## src/rtl/array_row_multiplier_seq.sv

```systemverilog
// array_row_multiplier_seq: unsigned WIDTH x WIDTH multiplier reusing one adder row per cycle.
// Optional: define ARRAY_ROW_EARLY_TERM_EN to finish early when the remaining multiplier bits are zero.

// array_multiplier_cell: gated partial-product bit added to a running sum bit and carry.
module array_multiplier_cell (
    input  logic a,
    input  logic b,
    input  logic sumin,
    input  logic cin,
    output logic sum,
    output logic cout
);
    logic pp;
    assign pp   = a & b;
    assign sum  = pp ^ sumin ^ cin;
    assign cout = (pp & sumin) | (pp & cin) | (sumin & cin);
endmodule

module array_row_multiplier_seq #(
    parameter int WIDTH = 8
) (
    input  logic               clk,
    input  logic               rst,
    input  logic               in_valid,
    output logic               in_ready,
    input  logic [WIDTH-1:0]   A,
    input  logic [WIDTH-1:0]   B,
    output logic [2*WIDTH-1:0] P,
    output logic               out_valid,
    input  logic               out_ready,
    output logic               busy
);
    localparam int PW = 2 * WIDTH;
    localparam int CW = $clog2(WIDTH);

    typedef enum logic [1:0] {IDLE, RUN, DONE} state_t;

    state_t          state;
    logic [PW-1:0]   mcand;
    logic [WIDTH-1:0] mplier;
    logic [PW-1:0]   acc;
    logic [CW-1:0]   cnt;
    logic [PW-1:0]   row_sum;
    logic [PW-1:0]   carry;
    logic            unused_msb_cout;
    logic            last;

    assign carry[0] = 1'b0;

    genvar i;
    generate
        for (i = 0; i < PW; i++) begin : g_row
            if (i < PW - 1) begin : g_mid
                array_multiplier_cell u_cell (
                    .a(mcand[i]), .b(mplier[0]), .sumin(acc[i]), .cin(carry[i]),
                    .sum(row_sum[i]), .cout(carry[i+1])
                );
            end else begin : g_msb
                array_multiplier_cell u_cell (
                    .a(mcand[i]), .b(mplier[0]), .sumin(acc[i]), .cin(carry[i]),
                    .sum(row_sum[i]), .cout(unused_msb_cout)
                );
            end
        end
    endgenerate

`ifdef ARRAY_ROW_EARLY_TERM_EN
    assign last = (mplier[WIDTH-1:1] == '0) || (cnt == CW'(WIDTH - 1));
`else
    assign last = (cnt == CW'(WIDTH - 1));
`endif

    // Control FSM, operand shifting and registered handshake outputs.
    always_ff @(posedge clk) begin
        if (rst) begin
            state     <= IDLE;
            mcand     <= '0;
            mplier    <= '0;
            acc       <= '0;
            cnt       <= '0;
            in_ready  <= 1'b1;
            busy      <= 1'b0;
            out_valid <= 1'b0;
            P         <= '0;
        end else begin
            case (state)
                IDLE: if (in_valid) begin
                    mcand    <= {{WIDTH{1'b0}}, A};
                    mplier   <= B;
                    acc      <= '0;
                    cnt      <= '0;
                    state    <= RUN;
                    in_ready <= 1'b0;
                    busy     <= 1'b1;
                end
                RUN: begin
                    acc    <= row_sum;
                    mcand  <= mcand << 1;
                    mplier <= mplier >> 1;
                    cnt    <= cnt + 1'b1;
                    if (last) begin
                        state     <= DONE;
                        out_valid <= 1'b1;
                        P         <= row_sum;
                    end
                end
                DONE: if (out_ready) begin
                    state     <= IDLE;
                    out_valid <= 1'b0;
                    busy      <= 1'b0;
                    in_ready  <= 1'b1;
                end
                default: state <= IDLE;
            endcase
        end
    end
endmodule

```

## config.mk

```make
export PLATFORM = sky130hd
export DESIGN_NAME = array_row_multiplier_seq
export DESIGN_NICKNAME = d
export VERILOG_FILES = /design/src/rtl/array_row_multiplier_seq.sv
export SDC_FILE = /design/constraint.sdc
export NUM_CORES = 1
export LEC_CHECK = 0
export ABC_CLOCK_PERIOD_IN_PS = 15000
export CAP_MARGIN = 20
export CORE_MARGIN = 2
export CORE_UTILIZATION = 59
export CTS_BUF_LIST = sky130_fd_sc_hd__clkbuf_4 sky130_fd_sc_hd__clkbuf_8 sky130_fd_sc_hd__clkbuf_16
export DETAILED_ROUTE_END_ITERATION = 7
export GPL_TIMING_DRIVEN = 0
export PLACE_DENSITY = 0.85
export SKIP_CTS_REPAIR_TIMING = 1
export SYNTH_ARGS = -nofsm -noshare
export SYNTH_HDL_FRONTEND = slang
export SYNTH_SLANG_ARGS = --single-unit
```

## constraint.sdc

```tcl
create_clock -name clk -period 15 [get_ports clk]
set_input_delay 3 -clock clk [delete_from_list [all_inputs] [get_ports clk]]
set_output_delay 3 -clock clk [all_outputs]
set_load 0.05 [all_outputs]
```

Word-level counts from Yosys, hierarchy flattened
Index checks and enable logic that the tools add are counted.
{"block": "op_classes", "addsub": 1, "n_eq_ne": 6, "muxes": 20, "bitwise_logic": 118, "n_reduce_logical": 9}
{"operator": "16-bit one-hot mux with 2 select lines", "count": 2}
{"operator": "1-bit bitwise AND", "count": 59}
{"operator": "16-bit 2-to-1 mux", "count": 2}
{"operator": "1-bit XOR", "count": 31}
{"operator": "1-bit bitwise OR", "count": 28}
{"operator": "8-bit one-hot mux with 2 select lines", "count": 1}
{"operator": "3-bit AND reduction", "count": 3}
{"operator": "8-bit 2-to-1 mux", "count": 1}
{"operator": "2-bit 2-to-1 mux", "count": 3}
{"operator": "2-bit inequality test (second input constant)", "count": 3}
{"operator": "1-bit one-hot mux with 2 select lines", "count": 3}
{"operator": "2-bit one-hot mux with 3 select lines", "count": 1}
{"operator": "3-bit one-hot mux with 2 select lines", "count": 1}
{"operator": "2-bit nonzero test", "count": 3}
{"operator": "1-bit 2-to-1 mux", "count": 5}
{"operator": "2-bit AND reduction", "count": 2}
{"operator": "3-bit by 1-bit adder with 3-bit output (second input constant)", "count": 1}
{"operator": "3-bit equality test (second input constant)", "count": 1}
{"operator": "3-bit 2-to-1 mux", "count": 1}
{"operator": "2-bit by 1-bit equality test with 1-bit output (second input constant)", "count": 1}
{"operator": "2-bit equality test (second input constant)", "count": 1}
{"operator": "2-bit zero test", "count": 1}
{"block": "totals", "ff_bits": 64, "output_inout_bits": 19}

Longest topological paths before layout
Gate-level depths: netlist of run 1.
{"block": "depth", "ltp_word": 46, "depth_mapped": 22, "depth_no_buf": 21}

Cells and area by module
A second synthesis of run 1 with hierarchy kept.
{"block": "hier_totals", "hier_cells": 341, "area_unflattened_um2": 2972.9}
{"module": "array_row_multiplier_seq", "instances": 1, "cells_each": 245, "area_per_inst_um2": 2352.3, "seq_area_each_um2": 1281.2}
{"module": "array_multiplier_cell", "instances": 16, "cells_each": 6, "area_per_inst_um2": 38.8, "seq_area_each_um2": 0.0}

Worst setup path before layout of run 1
No wires, ideal clock.
{"block": "synth_path", "path_kind": "flip-flop to flip-flop", "startpoint": "reg mplier[0]", "endpoint": "reg acc[15]", "setup_time_ns": 0.076, "arrival_ns": 6.956, "setup_slack_ns": 7.969, "path_stages_with_launch": 23, "n_path_buf": 1, "period_less_slack_ns": 7.031, "cell_sequence": "dfxtp_1 -> buf_2 -> and2_1 -> ha_1 -> inv_1 -> fa_1 -> fa_1 -> fa_1 -> fa_1 -> fa_1 -> fa_1 -> fa_1 -> fa_1 -> fa_1 -> fa_1 -> fa_1 -> fa_1 -> fa_1 -> inv_1 -> fa_1 -> a21bo_2 -> a211o_1 -> a31oi_1"}
{"block": "synth_via", "elab_chain_len": 46}
{"item": "start: declaration", "line_no": "40", "rtl": "logic [WIDTH-1:0] mplier;"}
{"item": "start signal: assignment", "line_no": "99", "rtl": "mplier <= mplier >> 1;"}
{"item": "1-bit bitwise AND", "line_no": "14", "rtl": "assign pp = a & b;"}
{"item": "1-bit bitwise AND (2 in a row)", "line_no": "16", "rtl": "assign cout = (pp & sumin) | (pp & cin) | (sumin & cin);"}
{"item": "1-bit bitwise OR (2 in a row)", "line_no": "16"}
{"item": "1-bit bitwise AND", "line_no": "16"}
{"item": "1-bit bitwise OR (2 in a row)", "line_no": "16"}
{"item": "1-bit bitwise AND", "line_no": "16"}
{"item": "1-bit bitwise OR (2 in a row)", "line_no": "16"}
{"item": "1-bit bitwise AND", "line_no": "16"}
{"item": "[... 23 more ...]"}
{"item": "1-bit bitwise AND", "line_no": "16"}
{"item": "1-bit bitwise OR (2 in a row)", "line_no": "16"}
{"item": "1-bit bitwise AND", "line_no": "16"}
{"item": "1-bit bitwise OR (2 in a row)", "line_no": "16"}
{"item": "1-bit bitwise AND", "line_no": "16"}
{"item": "1-bit bitwise OR (2 in a row)", "line_no": "16"}
{"item": "1-bit XOR *", "line_no": "15", "rtl": "assign sum = pp ^ sumin ^ cin;"}
{"item": "16-bit one-hot mux with 2 select lines *", "line_no": "86", "rtl": "case (state)"}
{"item": "end signal: assignment", "line_no": "97", "rtl": "acc <= row_sum;"}
{"item": "end: declaration", "line_no": "41", "rtl": "logic [PW-1:0] acc;"}
Mark *: on every way between the ends. The rest lies on a longest branch, timed or not.
A chain may end at the register's enable or synchronous reset.

Final worst setup path of run 1
Ends and elaborated chain as after synthesis.

==> results of run 1 <==
==> layout make-up <==
class | instances | area (sq um)
flip-flops and latches | 64 | 1280
plain buffers | 24 | 171
fillers | 347 | 1120
clock inverters | 2 | 35.0
clock buffers | 14 | 186
multi-input cells | 198 | 1460
inverters | 17 | 63.8
well taps | 67 | 83.8
repair buffers | 38 | 380
==> sequential cells by signal, indices dropped and copies added (netlist names) <==
register,count
busy,1
state,2
mcand,16
out_valid,1
P,16
in_ready,1
cnt,3
acc,16
mplier,8
==> per-layer routing <==
layer | vias to the layer above | GRT usage, % | part of all wire [%]
met5 | - | 0 | 0
met3 | 15 | 7.63 | 4.7
met4 | 0 | 12.7 | 2.4
met2 | 70 | 45.4 | 48
li1 | 1152 | - | -
met1 | 1155 | 36.5 | 45
==> power by group <==
group          switching [uW]  total, uW  leakage (uW)  internal, uW
Combinational            21.4       37.4      0.000615          16.0
Clock                    65.9        162      0.000116          96.5
Sequential               3.67        179      0.000521           175
Total                    90.9        379       0.00125           288
==> logic make-up (layout without fill, tap and decap cells) <==
logic type / after synthesis / count (layout)
muxes: 3 / 3
AOI/OAI and AO/OA: 83 / 83
adders and majority gates: 17 / 17
buffers and inverters: 41 / 95
DFF: 64 / 64
and+or+nand+nor: 95 / 95
==> worst max-delay path, stage by stage (launching register included) <==
cell	delay [ns]
dfxtp_1	0.31
buf_2	0.20
and2_1	0.15
ha_1	0.15
inv_1	0.05
fa_1	0.42
fa_1	0.44
fa_1	0.43
fa_1	0.43
fa_1	0.44
fa_1	0.43
fa_1	0.42
fa_1	0.42
fa_1	0.42
fa_1	0.44
fa_1	0.43
fa_1	0.42
fa_1	0.39
inv_1	0.09
fa_1	0.19
a21bo_2	0.25
a211o_1	0.26
a31oi_1	0.13
==> how the worst min path moves through the flow <==
stage	start	slack, ns	to	cells after the start
3_3_place_gp	busy$_SDFFE_PP0P_	0.46	busy$_SDFFE_PP0P_	2
4_1_cts	acc[5]$_SDFFE_PP0P_	0.49	acc[5]$_SDFFE_PP0P_	2
2_1_floorplan	acc[10]$_SDFFE_PP0P_	0.46	acc[10]$_SDFFE_PP0P_	2
5_1_grt	busy$_SDFFE_PP0P_	0.51	busy$_SDFFE_PP0P_	2
6_report	acc[13]$_SDFFE_PP0P_	0.49	acc[13]$_SDFFE_PP0P_	2
3_5_place_dp	busy$_SDFFE_PP0P_	0.46	busy$_SDFFE_PP0P_	2
==> cells in the final DEF (no fill, tap or decap), types with 4 or more instances in the layout <==
master	instances
fa_1	14
buf_2	7
a22oi_1	14
a21oi_1	5
a211oi_2	13
clkbuf_1	4
nand2_1	16
clkdlybuf4s50_1	38
o22ai_1	11
buf_1	5
nor2_1	52
a211oi_1	15
a2bb2oi_1	14
inv_1	17
dfxtp_1	64
clkbuf_8	14
nor2_2	12
nand2b_1	4
==> through the flow <==
stage | power [uW] | std cells | worst slack [ns] | hold WS [ns]
floorplan | 205 | 303 | 7.97 | 0.456
global placement | 218 | 408 | 7.68 | 0.457
detailed placement | 219 | 408 | 7.66 | 0.464
CTS | 380 | 424 | 7.58 | 0.495
global route | 391 | 424 | 7.16 | 0.511
finish | 379 | 424 | 7.60 | 0.493
==> results.sh, run 1 <==
export IMPL_outcome="finished, final reports clean"
export IMPL_hold_viol_final=0
export IMPL_async_reset_ff_share_pct=0
export IMPL_rsz0062_at_grt="no"
export IMPL_place_congestion=0.819
export IMPL_p_leak_uw=0.00125
export IMPL_crit_type="reg -> reg"
export IMPL_clk_pin_slew_ns=0.07
export IMPL_syn_inst=303
export IMPL_worst_pin_slew_ns=0.692
export IMPL_die_h_microns=75.1
export IMPL_cts_root_buf="clkbuf_8"
export IMPL_drc_errors=0
export IMPL_utilization_pct=76.6
export IMPL_yosys_area_share_xor_xnor_pct=0
export IMPL_critPathLaunch="mplier[0]$_SDFFE_PP0P_"
export IMPL_grt_max_degree=11
export IMPL_fp_dieW_microns=75.1
export IMPL_synth_common_cells="dfxtp_1 (64), nor2_1 (52), inv_1 (17)"
export IMPL_postRouteAntennaNets=0
export IMPL_endpoint_kind="flop"
export IMPL_synthTopCellsByArea="dfxtp_1 (43%), fa_1 (9.4%), nor2_1 (6.5%)"
export IMPL_design_area_sq_um=3670
export IMPL_place_area_sq_um=3440
export IMPL_post_route_min_period_ns=7.40
export IMPL_grt_first_pass_wirelength_microns=11600
export IMPL_nNetsFinal=389
export IMPL_ys_warn_count=0
export IMPL_fin_skew_ns=0.00855
export IMPL_cts_made_buffers=9
export IMPL_cts_max_level=3
export IMPL_final_max_slew_viol_count=0
export IMPL_seq_area_frac_synth_pct=43.0
export IMPL_syn_avg_cell_area_sq_um=9.84
export IMPL_r2r_start="mplier[0]$_SDFFE_PP0P_"
export IMPL_synth_enable_flop_cells=0
export IMPL_drive_gt1_share_pct=16.2
export IMPL_synth_fp_nets=340
export IMPL_setup_violations=0
export IMPL_slew_headroom_pct=53.9
export IMPL_grt_overflow=0
export IMPL_synth_area_mux_share_pct=1.01
export IMPL_track_usage_pct=28.5
export IMPL_synth_seq_cells=64
export IMPL_insertedDiodeCount=0
export IMPL_viasPerCell=5.64
export IMPL_reg2reg_to="acc[15]$_SDFFE_PP0P_"
export IMPL_cp_arrival_ns=7.67
export IMPL_netlist_area_sq_um=2980
export IMPL_irDropWorstVdd_uv=88.8
export IMPL_start_util_pct=62.3
export IMPL_via_count=2392
export IMPL_io_pins=39
export IMPL_synth_simple_gate_area_share_pct=14.4
export IMPL_post_dp_hpwl_microns=4930
export IMPL_hold_class="reg -> reg"
export IMPL_cp_max_fo=9
export IMPL_synthToLayoutAreaGrowth_pct=23.0
export IMPL_cts_tree="done"
export IMPL_synthAdderAreaFrac_pct=10.7
export IMPL_cts_max_path_buffers=2
export IMPL_grt_pass1_vias=2407
export IMPL_routed_wl_microns=6990
export IMPL_synth_top_cell_by_area="dfxtp_1"
export IMPL_timing_fmax_ghz=0.135
export IMPL_yosys_cell_types_count=36
export IMPL_wl_per_cell_microns=16.5
export IMPL_cp_start_kind="flop"
export IMPL_clk_latency_ns=0.35
export IMPL_maxCapViolations=0
export IMPL_synth_top_area_share_pct=43.0
export IMPL_r2r_slack_ns=7.60
export IMPL_reg2reg_depth=22
export IMPL_drt_pass1_iterations=6
export IMPL_fin_tns_setup_ns=0
export IMPL_clock_sinks=64
export IMPL_crit_end="acc[15]$_SDFFE_PP0P_"
export IMPL_synth_compound_area_share_pct=23.0
export IMPL_synth_top_family_by_area="compound AO/OA/AOI/OAI gates"
export IMPL_fp_dieArea_sq_um=5640
export IMPL_antenna_found_initial=0
export IMPL_fin_crit_sh_pct=49.3
export IMPL_power_per_cell_area_nw_per_um2=103
export IMPL_rows=25
export IMPL_ys_flop_type="dfxtp_1"
export IMPL_critPathRequiredTime_ns=15.27
export IMPL_core_sq_um=4790
export IMPL_io_buffer_count=38
export IMPL_synth_most_common_cell="dfxtp_1"
export IMPL_first_iter_violations=222
Power figures use the tool's default switching activity.
==> run 2: changes to the inputs <==
--- a/config.mk
+++ b/config.mk
@@ -5,14 +5,14 @@
 export SDC_FILE = /design/constraint.sdc
 export NUM_CORES = 1
 export LEC_CHECK = 0
-export ABC_CLOCK_PERIOD_IN_PS = 15000
+export ABC_CLOCK_PERIOD_IN_PS = 6150
 export CAP_MARGIN = 20
 export CORE_MARGIN = 2
-export CORE_UTILIZATION = 59
+export CORE_UTILIZATION = 49
 export CTS_BUF_LIST = sky130_fd_sc_hd__clkbuf_4 sky130_fd_sc_hd__clkbuf_8 sky130_fd_sc_hd__clkbuf_16
 export DETAILED_ROUTE_END_ITERATION = 7
 export GPL_TIMING_DRIVEN = 0
-export PLACE_DENSITY = 0.85
+export PLACE_DENSITY = 0.75
 export SKIP_CTS_REPAIR_TIMING = 1
 export SYNTH_ARGS = -nofsm -noshare
 export SYNTH_HDL_FRONTEND = slang
==> constraint.sdc (replaced) <==
create_clock -name clk -period 6.15 [get_ports clk]
set_input_delay 1.23 -clock clk [delete_from_list [all_inputs] [get_ports clk]]
set_output_delay 1.23 -clock clk [all_outputs]
set_load 0.05 [all_outputs]
==> results.sh, run 2 (synthesis gave the netlist of run 1 again) <==
export IMPL_post_route_min_period_ns=6.31
export IMPL_register_area_sq_um=1280
export IMPL_drc_errors=0
export IMPL_clk_pin_slew_ns=0.07
export IMPL_design_area_sq_um=3740
export IMPL_fp_dieW_microns=82.0
export IMPL_clock_sinks=64
export IMPL_outcome="finished with violations"
export IMPL_maxCapViolations=0
export IMPL_antenna_found_initial=0
export IMPL_place_area_sq_um=3490
export IMPL_clk_latency_ns=0.35
export IMPL_multi_input_area_sq_um=1530
export IMPL_p_sw_share_pct=24.2
export IMPL_timing_fmax_ghz=0.159
export IMPL_die_h_microns=82.0
export IMPL_nFillCells=483
export IMPL_fin_skew_ns=0.00954
export IMPL_drt_pass1_iterations=4
export IMPL_p_comb_share_pct=10.3
export IMPL_drive_gt1_share_pct=22.3
export IMPL_start_util_pct=50.6
export IMPL_post_dp_hpwl_microns=4880
export IMPL_hold_class="reg -> reg"
export IMPL_final_common_cell="dfxtp_1"
export IMPL_insertedDiodeCount=0
export IMPL_cts_root_buf="clkbuf_8"
export IMPL_cp_start_kind="flop"
export IMPL_track_usage_pct=22.9
export IMPL_cp_max_fo=7
export IMPL_cts_tree="done"
export IMPL_io_pins=39
export IMPL_final_cell_mix="dfxtp_1 (63), nor2_1 (52), clkdlybuf4s50_1 (38), nand2_1 (16)"
export IMPL_viasPerCell=5.50
export IMPL_crit_type="reg -> reg"
export IMPL_r2r_slack_ns=-0.16
export IMPL_cts_max_level=3
export IMPL_switchingPower_uw=218
export IMPL_synthToLayoutAreaGrowth_pct=25.5
export IMPL_core_sq_um=5890
export IMPL_cts_made_buffers=9
export IMPL_hold_viol_final=0
export IMPL_cts_max_path_buffers=2
export IMPL_reg_top3="P (16), acc (16), mcand (16)"
export IMPL_worst_pin_slew_ns=0.722
export IMPL_io_buffer_count=38
export IMPL_endpoint_kind="flop"
export IMPL_p_leak_uw=0.00127
export IMPL_postRouteAntennaNets=0
export IMPL_power_uw=904
export IMPL_critPathRequiredTime_ns=6.42
export IMPL_first_iter_violations=176
export IMPL_grt_first_pass_wirelength_microns=11400
export IMPL_power_per_cell_area_nw_per_um2=242
export IMPL_wl_per_cell_microns=15.8
export IMPL_place_congestion=0.874
export IMPL_slew_headroom_pct=51.8
export IMPL_rows=28
export IMPL_fp_dieArea_sq_um=6720
export IMPL_irDropWorstVdd_uv=164
export IMPL_cp_arrival_ns=6.58
export IMPL_grt_max_degree=11
export IMPL_grt_pass1_vias=2395
export IMPL_p_int_uw=685
export IMPL_clock_power_share_pct=41.4
export IMPL_rsz0062_at_grt="yes"
export IMPL_violations="setup timing"
export IMPL_routed_wl_microns=6860
export IMPL_fin_crit_sh_pct=103
export IMPL_fin_ws_ns=-0.155
export IMPL_nNetsFinal=390
export IMPL_grt_overflow=0
export IMPL_setup_violations=4
export IMPL_power_frac_seq_pct=48.3
export IMPL_final_max_slew_viol_count=0
export IMPL_via_count=2381
==> run 2: worst max-delay path, cell delays in order, from the launching register on <==
cell and delay, ns:
dfxtp_2 0.33, buf_6 0.12, and2_4 0.15, ha_4 0.13, inv_2 0.03, fa_2 0.36, fa_2 0.35, fa_2 0.35
fa_2 0.35, fa_2 0.39, fa_2 0.35, fa_2 0.34, fa_2 0.35, fa_2 0.35, fa_2 0.35, fa_2 0.36
fa_2 0.35, fa_2 0.37, inv_2 0.07, fa_2 0.19, a21bo_4 0.24, a211o_1 0.25, a31oi_1 0.11
==> run 2: final timing paths <==
path	end	from	cells after the start
max	acc[15]$_SDFFE_PP0P_	mplier[0]$_SDFFE_PP0P_	22
min	busy$_SDFFE_PP0P_	busy$_SDFFE_PP0P_	2
max reg2reg	acc[15]$_SDFFE_PP0P_	mplier[0]$_SDFFE_PP0P_	22
min reg2reg	busy$_SDFFE_PP0P_	busy$_SDFFE_PP0P_	2
==> run 2: final cells by class <==
cell class | instances | share of cell area, %
Multi-Input combinational cell | 198 | 40.9
Sequential cell | 64 | 34.3
Timing Repair Buffer | 39 | 10.4
Buffer | 24 | 4.75
Clock buffer | 13 | 4.45
Tap cell | 75 | 2.51
Inverter | 17 | 1.71
Clock inverter | 3 | 1.07
==> run 2: through the flow <==
step | TNS, ns | std cells | hold WS, ns | setup slack [ns] | util (%)
final | -0.371 | 433 | 0.467 | -0.155 | 63.6
after global routing | -0.963 | 433 | 0.496 | -0.303 | 63.6
after CTS | -0.996 | 432 | 0.470 | -0.293 | 62.8
after detailed placement | -0.855 | 416 | 0.460 | -0.259 | 59.2
after global placement | -0.647 | 416 | 0.457 | -0.199 | 59.2
after floorplan | 0 | 303 | 0.456 | 0.0174 | -
==> run 2: routing by layer <==
metal	share of wire, %	wire [microns]	track usage [%]
met2	47	3230	35.7
met4	1.8	122	8.83
met1	46	3180	29.9
met3	4.8	329	6.70
met5	0	0	0
==> run 2: power by group through the flow <==
stage | sequential, uW | clock [uW] | combinational [uW]
floorplan | 447 | 0 | 54.7
global placement | 445 | 0 | 89.4
detailed placement | 445 | 0 | 90.9
CTS | 436 | 381 | 91.2
global route | 438 | 402 | 102
finish | 436 | 374 | 93.3
==> edit 1: new RTL, settings of run 2 <==
Build with the macro `ARRAY_ROW_EARLY_TERM_EN` defined.
--- a/src/rtl/array_row_multiplier_seq.sv
+++ b/src/rtl/array_row_multiplier_seq.sv
@@ -2,6 +2,8 @@
 // Optional: define ARRAY_ROW_EARLY_TERM_EN to finish early when the remaining multiplier bits are zero.
 
 // array_multiplier_cell: gated partial-product bit added to a running sum bit and carry.
+`define ARRAY_ROW_EARLY_TERM_EN
+
 module array_multiplier_cell (
     input  logic a,
     input  logic b,
Check against the original RTL: not equivalent (a bounded check fails within 4 cycles, from zero or initial values and one cycle with rst high).
==> edit 1 against run 2 <==
The run still ends with setup timing left. Clock power decreased by 5.6%. Sequential power is 3% higher. Synthesized area fell by 1.6%. Sequential cell count stayed put. Wire length down 2.4%. Design area fell by 0.97%. Worst setup slack got worse by 0.064 ns. Die area decreased by 1.5%. Power rose by 6.8%.
==> edit 1: results (changes against run 2) <==
[drt]
wl_per_cell_um = 14.6  ; -7.9%
dr_wl_met2_mm = 3.18  ; -1.5%
wl_met3_um = 399  ; +21%
drt_iter0_drc = 195  ; +11%
num_vias = 2518  ; +5.8%
met1_length_mm = 3.01  ; -5.1%
vias_per_cell = 5.49  ; -0.24%

[synth]
ys_types = 36  ; unchanged
syn_inst = 329  ; +8.6%
ys_top_cells_by_area = dfxtp_1, fa_1, nor2_1, a22oi_1, a21oi_1
synth_fa_ha_area_share_pct = 10.8  ; +0.17 points
synth_commonest_cells = dfxtp_1, nor2_1, nand2_1, a21oi_1, inv_1
synth_xor_area_share_pct = 0.597  ; +0.60 points
yosysSeqAreaShare_pct = 43.7  ; +0.70 points
synth-compound-area-share_pct = 17.9  ; -5.1 points
muxShareOfSynthArea_pct = 0  ; -1.0 points
synth_fp_nets = 366  ; +7.6%

[placed_design]
dpl_cell_area_um2 = 3450  ; -1.1%
gp_congestion = 0.846  ; -3.1%
hpwl_mm = 4.79  ; -1.8%
dp.cells = 442  ; +6.3%
place_ws_ns = -0.339  ; -0.0806 ns

[global_route]
grt_usage_pct = 22.4  ; -0.44 points
grt_use_met2_pct = 35.3  ; -0.36 points
grt_max_degree = 12  ; +1
grtUsageMet1_pct = 30.6  ; +0.72 points
use_met3_pct = 3.67  ; -3.0 points
grt_pass1_wl_mm = 11.3  ; -0.73%
grt_pass1_vias = 2419  ; +1.0%

[timing]
setup_violations = 4  ; unchanged
finalClockSkew_ns = 0.00664  ; -0.00290 ns
slew-limit-headroom_pct = 63.9  ; +12 points
tns_ns = -0.753  ; -0.382 ns
fin_ws_ns = -0.219  ; -0.0639 ns

[floorplan]
die_w_um = 81.4  ; -0.76%
start_util_pct = 50.1  ; -0.51 points

[layout]
fill_cells = 498  ; +3.1%
fin_nets = 416  ; +6.7%
multi_input_area_share_pct = 41.8  ; +0.97 points
inv_count = 18  ; +1
clk_share_pct = 5.17  ; -0.35 points
clkbuf_count = 10  ; -3
num-multi-input-gates = 221  ; +12%
buffers = 65  ; +3.2%
seq_share_pct = 34.7  ; +0.37 points
regArea_um2 = 1280  ; about the same
bufAreaShareNonClock_pct = 14.0  ; -1.1 points
drive_gt1_share_pct = 18.5  ; -3.9 points

[outcome]
violations = setup timing
status = complete, but fails checks

[cts]
clk_latency_ns = 0.34
clkSinkCount = 64  ; unchanged
cts-root-buf = clkbuf_8

[power_and_ir_drop]
ir_drop_mv = 0.117  ; -29%
leakagePower_nw = 1.28  ; +0.87%

[worst_setup_path]
crit_fanout = 3  ; -4

## edit 1: changes by cell type in the layout (fill, tap and decap cells not counted), sizes merged, moves of 7 or more
cell     delta
buf         -7
a31o       +13
nor3       +12
nor4       +14
nor2b       +9
a2bb2oi    -11
a211oi     -26
a21oi      +13
## edit 1: power breakdown
group | total [mW] | internal, mW | switching [mW] | leakage, nW
Clock | 0.353 | 0.189 | 0.163 | 0.0955
Sequential | 0.449 | 0.434 | 0.0149 | 0.521
Combinational | 0.164 | 0.0641 | 0.0996 | 0.663
Total | 0.965 | 0.688 | 0.278 | 1.28
## edit 1: final timing paths
| path | depth (start not counted) | from | to | slack (ns) |
|---|---|---|---|---|
| min | 2 | out_valid | out_valid | 0.47 |
| min reg2reg | 2 | out_valid | out_valid | 0.47 |
| max | 22 | mplier[0] | P[15] | -0.22 |
| max reg2reg | 22 | mplier[0] | P[15] | -0.22 |
## edit 1: critical path, cell delays in order, from the launching register on
cell and delay [ns]:
dfxtp_2 0.33, buf_6 0.08, and2_4 0.13, ha_4 0.12, inv_2 0.03, fa_2 0.35
fa_2 0.38, fa_2 0.38, fa_2 0.38, fa_2 0.38, fa_2 0.38, fa_2 0.37
fa_2 0.37, fa_2 0.37, fa_2 0.36, fa_2 0.35, fa_2 0.36, fa_2 0.34
inv_2 0.07, fa_2 0.24, xor2_4 0.19, xor2_1 0.19, o31ai_2 0.08
## edit 1: kinds of logic (layout without fill, tap and decap cells)
| group | Yosys count | after routing |
|---|---|---|
| buf+inv | 44 | 99 |
| simple gates | 129 | 129 |
| xor+xnor | 2 | 2 |
| compound gates | 73 | 73 |
| fa+ha+maj | 17 | 17 |
| flops | 64 | 64 |
==> edit 2: new RTL, flow settings as in run 2 <==
Without the edit above. Encoding of `state_t`: now one-hot (3 bits for 3 states).
--- a/src/rtl/array_row_multiplier_seq.sv
+++ b/src/rtl/array_row_multiplier_seq.sv
@@ -33,7 +33,7 @@
     localparam int PW = 2 * WIDTH;
     localparam int CW = $clog2(WIDTH);
 
-    typedef enum logic [1:0] {IDLE, RUN, DONE} state_t;
+    typedef enum logic [2:0] {IDLE = 3'b001, RUN = 3'b010, DONE = 3'b100} state_t;
 
     state_t          state;
     logic [PW-1:0]   mcand;
Check against the original RTL: no difference found for any inputs over 4 cycles, from zero or initial values and one cycle with rst high; so few cycles prove little.
==> edit 2 against run 2 <==
The flow still finishes with violations (setup timing). Non-clock buffer count is 2 lower. Final cell count is 7.4% lower. Worst setup slack better by 0.044 ns. Global-route usage is 1.9 points lower. Combinational power is 15% higher. Sequential cell count is 1 higher. Sequential share of layout area is 1.8 points higher. Highest routed layer unchanged. Wire length is 13% lower. Hold slack better by 0.0013 ns. Synthesized area is 4.6% lower. Largest power group unchanged. Power is 5.8% higher. Design area is 3.4% lower. Core utilization is 1.7 points higher.
==> edit 2: results (changes against run 2) <==
[placed_design]
io_buffers = 37  ; -2.6%
hpwl_mm = 4.28  ; -12%
gp_congestion = 0.801  ; -8.3%
dp.cells = 382  ; -8.2%

[drt]
wl_per_cell_um = 15.0  ; -5.5%
drt_iter0_drc = 92  ; -48%
vias_per_cell = 5.39  ; -2.0%

[synth]
avgSynthCellArea_um2 = 10.4  ; +5.9%
ys_top_cells_by_area = dfxtp_1, fa_1, o2bb2ai_1, nor2_1, a22o_1
synth_fp_nets = 310  ; -8.8%
ys_types = 41  ; +14%
yosysSeqAreaShare_pct = 45.8  ; +2.8 points
synth_commonest_cells = dfxtp_1, nor2_1, inv_1

[timing]
setup_violations = 4  ; unchanged
finalClockSkew_ns = 0.00515  ; -0.00439 ns
whs_ns = 0.468  ; +0.00131 ns
fin_ws_ns = -0.112  ; +0.0437 ns
slew-limit-headroom_pct = 61.0  ; +9.2 points

[outcome]
violations = setup timing
status = complete, but fails checks

[hold_path]
hold_path.startpoint = acc[3]
whs_path_depth = 1  ; -1
hold_end = acc[3]

[global_route]
grt_usage_pct = 21.0  ; -1.9 points
grt_pass1_vias = 2131  ; -11%
grt_pass1_wl_mm = 10.2  ; -10%

[power_and_ir_drop]
ir_drop_mv = 0.146  ; -11%
leakagePower_nw = 1.23  ; -3.2%

[layout]
drive_gt1_share_pct = 18.8  ; -3.5 points
stdcell_count = 401  ; -7.4%
fill_cells = 447  ; -7.5%
fin_nets = 361  ; -7.4%

[cts]
cts_buffers = 9  ; unchanged
cts-root-buf = clkbuf_8
clk_latency_ns = 0.33  ; -0.02 ns

[worst_setup_path]
crit_fanout = 6  ; -1
regToRegEndpoint = P[15]
arrival_ns = 6.47  ; -0.11 ns

[edit 2: cell types whose count changed after synthesis, sizes merged, moves of 9 or more]
cell | before | now
nor2 | 64 | 29
o221ai | 1 | 10
nor3 | 0 | 13
o2bb2ai | 3 | 14
a2bb2oi | 14 | 0
a22o | 0 | 12
a22oi | 14 | 0
a211oi | 28 | 13
[edit 2: logic make-up after synthesis]
group | share of synthesized area [%]
DFF | 45.8
adders and majority gates | 11.2
AOI/OAI and AO/OA | 19.5
xor gates and xnor gates | 0.308
muxes | 2.11
buffers and inverters | 6.82
and+or+nand+nor | 14.3
[edit 2: metal layers]
layer,routed length [um],vias up,track usage (%)
met2,2790,44,32.6
met3,279,8,4.49
li1,-,1082,-
met4,99,0,10.0
met1,2840,1028,27.7
met5,0,-,0
[edit 2: power breakdown]
part | switching (mW) | total [mW] | internal [mW] | leakage (nW)
sequential | 0.0109 | 0.448 | 0.437 | 0.528
clock | 0.154 | 0.400 | 0.246 | 0.115
combinational | 0.0573 | 0.107 | 0.0499 | 0.584
total | 0.223 | 0.956 | 0.733 | 1.23
[edit 2: area by class of cell]
type	count	area, um2	share of cell area (%)
clock inverter	3	65.1	1.80
clock buffer	13	154	4.26
buffer	21	138	3.81
inverter	18	67.6	1.87
multi-input combinational	169	1410	38.9
sequential	65	1300	36.0
tap	72	90.1	2.49
timing repair buffer	40	393	10.9
[edit 2: how the worst max path moves through the flow]
| stage | from | to | slack (ns) |
|---|---|---|---|
| after floorplan | mplier[0] | acc[14] | 0.02 |
| after global placement | mplier[0] | P[15] | -0.20 |
| after detailed placement | mplier[0] | P[15] | -0.26 |
| after CTS | mplier[0] | P[15] | -0.27 |
| after global routing | mplier[0] | P[15] | -0.29 |
| final | mplier[0] | P[15] | -0.11 |
[edit 2: critical path: stages, from the launching register on]
cell     delay (ns)
dfxtp_2        0.33
buf_8          0.10
and2_4         0.14
ha_4           0.12
inv_2          0.03
fa_2           0.34
fa_2           0.38
fa_2           0.39
fa_2           0.38
fa_2           0.37
fa_2           0.37
fa_2           0.37
fa_2           0.36
fa_2           0.34
fa_2           0.34
fa_2           0.35
fa_2           0.35
fa_2           0.34
inv_2          0.06
fa_2           0.20
xnor2_2        0.12
mux2i_1        0.25
mux2i_1        0.11
[edit 2: metrics by stage]
step | setup WS (ns) | setup TNS [ns] | cell area [um2]
2_1_floorplan | 0.0177 | 0 | 2880
4_1_cts | -0.269 | -0.958 | 3560
3_3_place_gp | -0.196 | -0.686 | 3340
5_1_grt | -0.287 | -0.971 | 3610
3_5_place_dp | -0.258 | -0.936 | 3340
6_report | -0.112 | -0.321 | 3610
